$ cat src/rtl/power_sense_monitor.sv
// Avalon-MM power-sense supervisor: per-line 2-flop sync, debounce, qualified
// edge capture (write-1-to-clear) and a registered, maskable level interrupt.
module power_sense_monitor #(
  parameter int WIDTH           = 6,
  parameter int DEBOUNCE_CYCLES = 1000,
  parameter int CNT_W           = 16
) (
  input  logic             clk,
  input  logic             reset,
  input  logic [1:0]       address,
  input  logic             read,
  input  logic             write,
  input  logic [31:0]      writedata,
  output logic [31:0]      readdata,
  input  logic [WIDTH-1:0] in_port,
  output logic             irq
);

  localparam logic [CNT_W-1:0] CNT_LAST = CNT_W'(DEBOUNCE_CYCLES - 1);

  typedef enum logic [1:0] {
    ADDR_DATA = 2'd0,
    ADDR_MASK = 2'd1,
    ADDR_EDGE = 2'd2,
    ADDR_CTRL = 2'd3
  } addr_e;

  logic [WIDTH-1:0] s1, s2, deb;
  logic [WIDTH-1:0] edge_capture, irq_mask;
  logic [2:0]       ctrl;
  logic [CNT_W-1:0] cnt [WIDTH];
  logic [1:0]       prime_cnt;
  logic             primed;

  logic [WIDTH-1:0] hit, rise_ev, fall_ev, qual, w1c;
  logic [31:0]      rd_mux;
  logic             unused_bits;

  // A line "hits" when its changed level has persisted for the full window.
  always_comb begin
    hit = '0;
    for (int i = 0; i < WIDTH; i++) begin
      hit[i] = primed && (s2[i] != deb[i]) && (cnt[i] == CNT_LAST);
    end
  end

  assign rise_ev = hit & s2;
  assign fall_ev = hit & ~s2;
  assign qual    = ctrl[0] ? ((rise_ev & {WIDTH{ctrl[1]}}) | (fall_ev & {WIDTH{ctrl[2]}}))
                           : '0;
  assign w1c     = (write && address == ADDR_EDGE) ? writedata[WIDTH-1:0] : '0;
  assign unused_bits = ^writedata;

  always_comb begin
    rd_mux = '0;
    case (addr_e'(address))
      ADDR_DATA: rd_mux[WIDTH-1:0] = deb;
      ADDR_MASK: rd_mux[WIDTH-1:0] = irq_mask;
      ADDR_EDGE: rd_mux[WIDTH-1:0] = edge_capture;
      ADDR_CTRL: rd_mux[2:0]       = ctrl;
      default:   rd_mux            = '0;
    endcase
  end

  // NOTE: the per-line counters are a handful of flops, not a RAM, so they are
  // reset like any other state; a mid-debounce reset must discard every count.
  always_ff @(posedge clk or posedge reset) begin
    if (reset) begin
      s1        <= '0;
      s2        <= '0;
      deb       <= '0;
      prime_cnt <= '0;
      primed    <= 1'b0;
      for (int i = 0; i < WIDTH; i++) cnt[i] <= '0;
    end else begin
      s1 <= in_port;
      s2 <= s1;
      if (!primed) begin
        if (prime_cnt == 2'd2) begin
          primed <= 1'b1;
          deb    <= s2;
        end else begin
          prime_cnt <= prime_cnt + 2'd1;
        end
      end else begin
        deb <= (deb & ~hit) | (s2 & hit);
      end
      for (int i = 0; i < WIDTH; i++) begin
        if (!primed || s2[i] == deb[i] || hit[i]) cnt[i] <= '0;
        else                                      cnt[i] <= cnt[i] + CNT_W'(1);
      end
    end
  end

  // Set has priority over a same-cycle write-1-to-clear on the same bit.
  always_ff @(posedge clk or posedge reset) begin
    if (reset) begin
      edge_capture <= '0;
      irq_mask     <= '0;
      ctrl         <= '0;
      readdata     <= '0;
      irq          <= 1'b0;
    end else begin
      edge_capture <= (edge_capture & ~w1c) | qual;
      if (write && address == ADDR_MASK) irq_mask <= writedata[WIDTH-1:0];
      if (write && address == ADDR_CTRL) ctrl     <= writedata[2:0];
      if (read) readdata <= rd_mux;
      irq <= |(edge_capture & irq_mask);
    end
  end

endmodule

$ cat config.mk
export PLATFORM = sky130hd
export DESIGN_NAME = power_sense_monitor
export DESIGN_NICKNAME = d
export VERILOG_FILES = /design/src/rtl/power_sense_monitor.sv
export SDC_FILE = /design/constraint.sdc
export NUM_CORES = 1
export LEC_CHECK = 0
export ABC_AREA = 1
export BUFFER_PORTS_ARGS = -buffer_cell sky130_fd_sc_hd__buf_2
export CAP_MARGIN = 15
export CORE_UTILIZATION = 40
export DETAILED_ROUTE_END_ITERATION = 7
export PLACE_DENSITY = 0.65
export SLEW_MARGIN = 25
export SYNTH_ARGS = -nofsm -noshare
export SYNTH_HDL_FRONTEND = slang
export SYNTH_SLANG_ARGS = --single-unit
$ cat constraint.sdc
create_clock -name clk -period 13.5 [get_ports clk]
set_input_delay 2.025 -clock clk [delete_from_list [all_inputs] [get_ports clk]]
set_output_delay 2.025 -clock clk [all_outputs]
set_load 0.05 [all_outputs]
### Word-level counts from Yosys, hierarchy flattened

Index checks and enable logic that the tools add are counted.

| word-level totals | value |
|---|---|
| register bits | 139 |
| input port bits | 44 |
| output and inout port bits | 33 |
| word-level logic and storage cells | 106 |

| operators by class | value |
|---|---|
| add/sub/neg operators | 7 |
| equal/unequal tests | 22 |
| multiplexer cells | 14 |
| bitwise gates (word level) | 15 |
| reductions and logical operators | 32 |

Operators by type and width:

| kind | number |
|---|---|
| $add A16 B1 Y16 const B | 6 |
| $eq A16 B10 Y1 const B | 6 |
| $mux W16 | 6 |
| $and A6 B6 Y6 | 7 |
| $mux W6 | 4 |
| $not A6 Y6 | 3 |
| $or A6 B6 Y6 | 3 |
| $logic_and A1 B1 Y1 | 15 |
| $logic_or A1 B1 Y1 | 12 |
| $pmux W3 S4 | 1 |
| $pmux W3 S3 | 1 |
| $eq A1 B1 Y1 | 6 |
| $eq A2 B2 Y1 const B | 3 |
| $ne A1 B1 Y1 | 6 |
| $reduce_or A6 Y1 | 1 |
| $add A2 B1 Y2 const B | 1 |
| $eq A2 B1 Y1 const B | 1 |
| $logic_not A2 Y1 | 1 |
| $mux W1 | 2 |
| $not A1 Y1 | 2 |
| $reduce_and A2 Y1 | 1 |
| $reduce_bool A2 Y1 | 1 |
| $logic_not A1 Y1 | 1 |

### Depth between registers and ports, before layout

Gate-level depths: netlist (run 1).

| logic depth | value |
|---|---|
| depth in word-level cells | 8 |
| depth in mapped cells | 10 |

### Worst setup path before layout (run 1)

No wires, ideal clock.

| timing | value |
|---|---|
| kind | input -> register |
| start point | input address[1] |
| end point | register edge_capture[0] |
| setup time | 0.129 ns |
| arrival time | 2.688 ns |
| path slack | 10.683 ns |
| stages on the path | 5 |
| buffers on the path | 0 |
| path through | inv_1 -> nor2_1 -> nand2_1 -> o21ai_0 -> o21ai_0 |

| between the ends | value |
|---|---|
| longest elaborated chain between the ends | 6 |

Ends and longest elaborated chain:

| item | RTL line | source |
|---|---|---|
| start, declared | 10 | `input logic [1:0] address,` |
| $eq A2 B2 Y1 | 51 | `assign w1c = (write && address == ADDR_EDGE) ? writedata[WIDTH-1:0] : '0;` |
| $logic_and A1 B1 Y1 | 51 |  |
| $mux W6 | 51 |  |
| $not A6 Y6 | 104 | `edge_capture <= (edge_capture & ~w1c) \| qual;` |
| $and A6 B6 Y6 | 104 |  |
| $or A6 B6 Y6 | 104 |  |
| end signal, assigned | 104 |  |
| end, declared | 29 | `logic [WIDTH-1:0] edge_capture, irq_mask;` |

Every way passes these cells.
A chain may end at the register's enable or synchronous reset.

### Worst setup path in the final report (run 1)

| timing | value |
|---|---|
| start point | register readdata[3] |
| end point | output readdata[3] |

RTL lines:

| item | RTL line | source |
|---|---|---|
| start, declared | 14 | `output logic [31:0] readdata,` |
| start signal, assigned | 107 | `if (read) readdata <= rd_mux;` |

No word-level cell between the ends.

==> impl_metrics.ini, run 1 <==
[clock_tree]
cts_buffers = 17
clock-root-buffer = clkbuf_16
clk_latency_ns = 0.43
cts_num_sinks = 139
clk_pin_slew_worst_paths_ns = 0.06
cts_resized = 0
clockBufferDepth = 2
hold_buffers = 0
tritoncts = yes
post_cts_buffers = 0
cts_max_level = 4

[die]
die_x_um = 140
ios = 77
fp-row-count = 49
die_h_um = 140
dieArea_um2 = 19500
core-area_um2 = 18300
start_util = 0.415

[worst_setup_path]
critPathCaptureType = output pin
cp_slowest_cell = dfrtp_1
cpPeakStageDelay_ns = 0.34
critical_path_class = flop to output pin
r2r_start = cnt[0]$_DFF_PP0_
crit_family = flip-flops
crit_buf_inv = 1
crit_chain = buf_2
cp.required_ns = 11.48
startpoint = readdata[3]$_DFFE_PP0P_
critical_path_arrival_ns = 1.03
start_kind = flop
cp_max_fo = 2

[power]
sw_frac_of_total = 0.256
p_clk_frac = 0.482
p_leak_uw = 0.00399
combPwrFrac = 0.085
ir_drop_mv = 0.0896
sequentialPowerShare = 0.434
p_sw_uw = 268
power_density_nw_per_um2 = 124
p_int_uw = 778

[sta]
drv_slew = 0
setup_violations = 0
min_period_ns = 3.05
fin_skew_ns = 0.00813
hold_viol = 0
fmax_mhz = 328
hold_ws_ns = 0.379
tightest_slew_ns = 0.887
setup-tns-final_ns = 0
rsz0062_at_grt = false
slew_headroom = 0.409
post-route-period-util = 0.226

[cells_and_area]
drive_above_1_share = 0.133
seq_area_um2 = 3480
n_antenna_cell = 0
final.fill_count = 1833
nNetsFinal = 1078
multiInputGateArea_um2 = 3350
areaGrowthSynthToFinish_pct = 11.2

[detailed_routing]
ant_nets = 0
wire_per_inst_um = 11.9
dr_total_vias = 5991
drt-initial-drc-count = 306
drt-pass1-iter-count = 5
finalWirelength_mm = 15.1
vias_per_cell = 4.72
drc = 0

[synth]
yosysMostFrequentCell = nand2_1
ys_top_cells_by_area = dfrtp_1, nand2_1, nor2_1
yosys_warnings = 0
synth-edff-count = 0
syn_inst = 995
synth_top_area_cell = dfrtp_1
netlist_area_um2 = 7580
ys_async_sr_fraction = 1.00
yosys.area.top_type_share = 0.459
synthFlopType = dfrtp_1
yosysSeqAreaShare = 0.459
synth_seq_cells = 139
ys_types = 30
syn_area_per_cell_um2 = 7.62
synthTopCellsByCount = nand2_1, nor2_1, dfrtp_1

[global_routing]
grt_max_degree = 75
grt_pass1_vias = 5702
gr-total-overflow = 0
antenna_found_initial = 0
grt_pass1_wl_mm = 26.8
grt_usage = 0.171

[place]
dp_hpwl_mm = 10.8
portBuffers = 24
gp_routability_congestion = 0.873

[status]
outcome = finished, final reports clean

[job]
maxCapViolCount = 0

[hold_path]
min_path_type = flop to flop
hp-start = s1[2]$_DFF_PP0_
-- sequential cells by signal, summed over array words and instances (netlist names), named ones only --
name / count
primed: 1
irq: 1
s2: 6
prime_cnt: 2
edge_capture: 6
cnt: 96
s1: 6
ctrl: 3
readdata: 6
irq_mask: 6
-- metal layers --
metal,vias up,share of wire,GRT usage
met5,-,0,0
met4,0,0.014,0.0584
met3,13,0.029,0.0430
met2,73,0.45,0.259
met1,2767,0.51,0.236
li1,3138,-,-
-- cells in the final DEF (no fill, tap or decap), types with 14 or more instances in the layout --
cell type  instances
nor2_1           148
o21ai_0           44
nand3_1           59
nor3_1            43
inv_1            134
nand2_1          224
xor2_1            21
nand4_1           23
a21oi_1           14
nand2_2           22
dfrtp_1          139
clkbuf_16         17
nor2_2            37
buf_2             24
conb_1            26
-- final timing paths --
kind	endpoint	cells past startpoint	slack, ns
worst max-delay path	readdata[3]	1	10.45
worst min-delay path	s2[2]$_DFF_PP0_	0	0.38
worst max register to register	cnt[4]$_DFF_PP0_	8	11.80
worst min register to register	s2[2]$_DFF_PP0_	0	0.38
max in group asynchronous	async pin	3	10.50
min in group asynchronous	cnt[0]$_DFF_PP0_	2	1.68
-- through the flow --
stage	worst slack [ns]	total power, uW	instances	cell area, um^2	utilization
after floorplan	7.75	539	1020	7680	-
after global placement	9.90	550	1237	7790	0.426
after detailed placement	9.91	551	1237	7790	0.426
after CTS	10.37	1060	1269	8430	0.462
after global routing	10.17	1090	1269	8430	0.462
final	10.45	1050	1269	8430	0.462
-- cell type report --
class,instances,share of cell area
tap,229,0.0340
sequential,139,0.413
multi-input combinational,699,0.397
inverter,145,0.0651
timing repair buffer,25,0.0151
clock buffer,19,0.0537
clock inverter,13,0.0224
-- power groups by stage --
| stage | combinational (uW) | clock, uW | sequential [uW] |
|---|---|---|---|
| 4_1_cts | 90.3 | 514 | 454 |
| 2_1_floorplan | 72.7 | 0 | 466 |
| 3_5_place_dp | 90.1 | 0 | 461 |
| 3_3_place_gp | 88.8 | 0 | 461 |
| 6_report | 88.5 | 504 | 454 |
| 5_1_grt | 102 | 535 | 456 |
-- cell families after synthesis --
family,Yosys count,share of synthesized area
other,1,0.000495
XOR/XNOR,21,0.0243
AO/OA/AOI/OAI,73,0.0540
adder cells (fa/ha/maj),7,0.0116
AND/OR/NAND/NOR,572,0.339
buffers and inverters,182,0.112
flip-flops,139,0.459
No activity file was read; power rests on OpenSTA's default activity.
==> run 2: changes to the inputs <==
PLACE_DENSITY = 0.67   (was 0.65)
clock period = 2.45 ns   (was 13.5 ns; I/O delays follow)
==> impl_metrics.ini, run 2 (same netlist as run 1, synthesis figures left out) <==
[status]
outcome = finished, final reports clean

[clock_tree]
clockBufferDepth = 2
post_cts_buffers = 0
clk_pin_slew_worst_paths_ns = 0.06
tritoncts = yes
cts_num_sinks = 139
cts_buffers = 17
clk_latency_ns = 0.44
clock-root-buffer = clkbuf_16
hold_buffers = 0
cts_resized = 0
cts_max_level = 4

[detailed_routing]
wire_per_inst_um = 11.7
ant_nets = 0
dr_total_vias = 6024
drt-initial-drc-count = 363
vias_per_cell = 4.74
finalWirelength_mm = 14.9
drc = 0
drt-pass1-iter-count = 5

[sta]
fin_skew_ns = 0.0110
tightest_slew_ns = 0.630
min_period_ns = 1.69
rsz0062_at_grt = false
hold_viol = 0
post-route-period-util = 0.691
drv_slew = 0
setup-tns-final_ns = 0
setup_violations = 0
fmax_mhz = 591
slew_headroom = 0.580
hold_ws_ns = 0.0336

[cells_and_area]
top_register = cnt
areaGrowthSynthToFinish_pct = 10.8
largest_register_ffs = 96
n_antenna_cell = 0
fin_area_um2 = 8400
layout_commonest_cell = nand2_1
drive_above_1_share = 0.132
layout_common_cells = nand2_1, nor2_1, dfrtp_1
nNetsFinal = 1079
final.fill_count = 1809

[die]
fp-row-count = 49
die_h_um = 140
start_util = 0.415
ios = 77
dieArea_um2 = 19500
die_x_um = 140
core-area_um2 = 18300

[power]
ir_drop_mv = 0.412
p_int_uw = 4100
sequentialPowerShare = 0.451
p_leak_uw = 0.00396
combPwrFrac = 0.089
p_sw_uw = 1440
sw_frac_of_total = 0.260
p_clk_frac = 0.460
power_density_nw_per_um2 = 660

[global_routing]
antenna_found_initial = 0
grt_usage = 0.167
gr-total-overflow = 0
grt_pass1_wl_mm = 26.1
grt_pass1_vias = 5699
grt_max_degree = 115

[place]
portBuffers = 24
dp_hpwl_mm = 10.6
place_area_um2 = 7810
gp_routability_congestion = 0.882

[worst_setup_path]
start_kind = flop
worstRegToRegCells = 8
reg2reg_slack_ns = 0.76
cp.required_ns = 2.80
r2r_start = cnt[0]$_DFF_PP0_
r2r-end = cnt[4]$_DFF_PP0_
cp_max_fo = 16
critPathCaptureType = flop
critical_path_class = flop to flop
critical_path_arrival_ns = 2.04

[job]
maxCapViolCount = 0

[hold_path]
min_path_type = primary input to async pin
## run 2: changes by cell type in the layout (fill, tap and decap cells not counted)
cell,before,now
clkbuf_8,2,3
clkinvlp_4,2,6
clkbuf_1,0,2
buf_12,0,1
inv_6,3,0
bufinv_16,4,2
clkinv_4,3,1
## run 2: how the worst max path moves through the flow
stage,from,to,slack [ns],cells past startpoint
after floorplan,reset,async pin,0.35,1
after global placement,cnt[0]$_DFF_PP0_,cnt[4]$_DFF_PP0_,0.81,8
after detailed placement,cnt[0]$_DFF_PP0_,cnt[4]$_DFF_PP0_,0.75,8
after CTS,cnt[0]$_DFF_PP0_,cnt[4]$_DFF_PP0_,0.74,8
after global routing,cnt[0]$_DFF_PP0_,cnt[4]$_DFF_PP0_,0.63,8
final,cnt[0]$_DFF_PP0_,cnt[4]$_DFF_PP0_,0.76,8
## run 2: cell type report
type | count | area [um^2] | share of cell area
repair buffers | 26 | 148 | 0.0176
well taps | 229 | 287 | 0.0341
inverters | 145 | 548 | 0.0652
flip-flops and latches | 139 | 3480 | 0.414
clock buffers | 22 | 474 | 0.0565
clock inverters | 10 | 116 | 0.0139
multi-input cells | 699 | 3350 | 0.399
## run 2: routing by layer
layer	global-route usage	part of all wire
met1	0.223	0.50
met2	0.258	0.45
met3	0.0403	0.040
met4	0.0688	0.016
met5	0	0
## run 2: power by group through the flow
stage	clock network, uW	registers [uW]	logic (uW)
final	2550	2500	492
after global routing	2720	2520	557
after CTS	2600	2500	501
after detailed placement	0	2540	499
after global placement	0	2540	492
after floorplan	0	2570	401
## run 2: worst max-delay path, stage by stage, from the launching register on
cell and delay (ns):
dfrtp_1 0.43, ha_1 0.26, nand2_2 0.10, clkinv_1 0.09, nand2_1 0.08, nor2_2 0.04
nand2_1 0.08, nand2_2 0.25, nor3b_1 0.26
## run 2: through the flow
step	util	power [uW]	cells	setup WS [ns]
finish	0.460	5540	1270	0.757
CTS	0.460	5600	1270	0.737
global route	0.460	5790	1270	0.631
global placement	0.427	3030	1238	0.814
detailed placement	0.427	3040	1238	0.754
floorplan	-	2970	1020	0.347
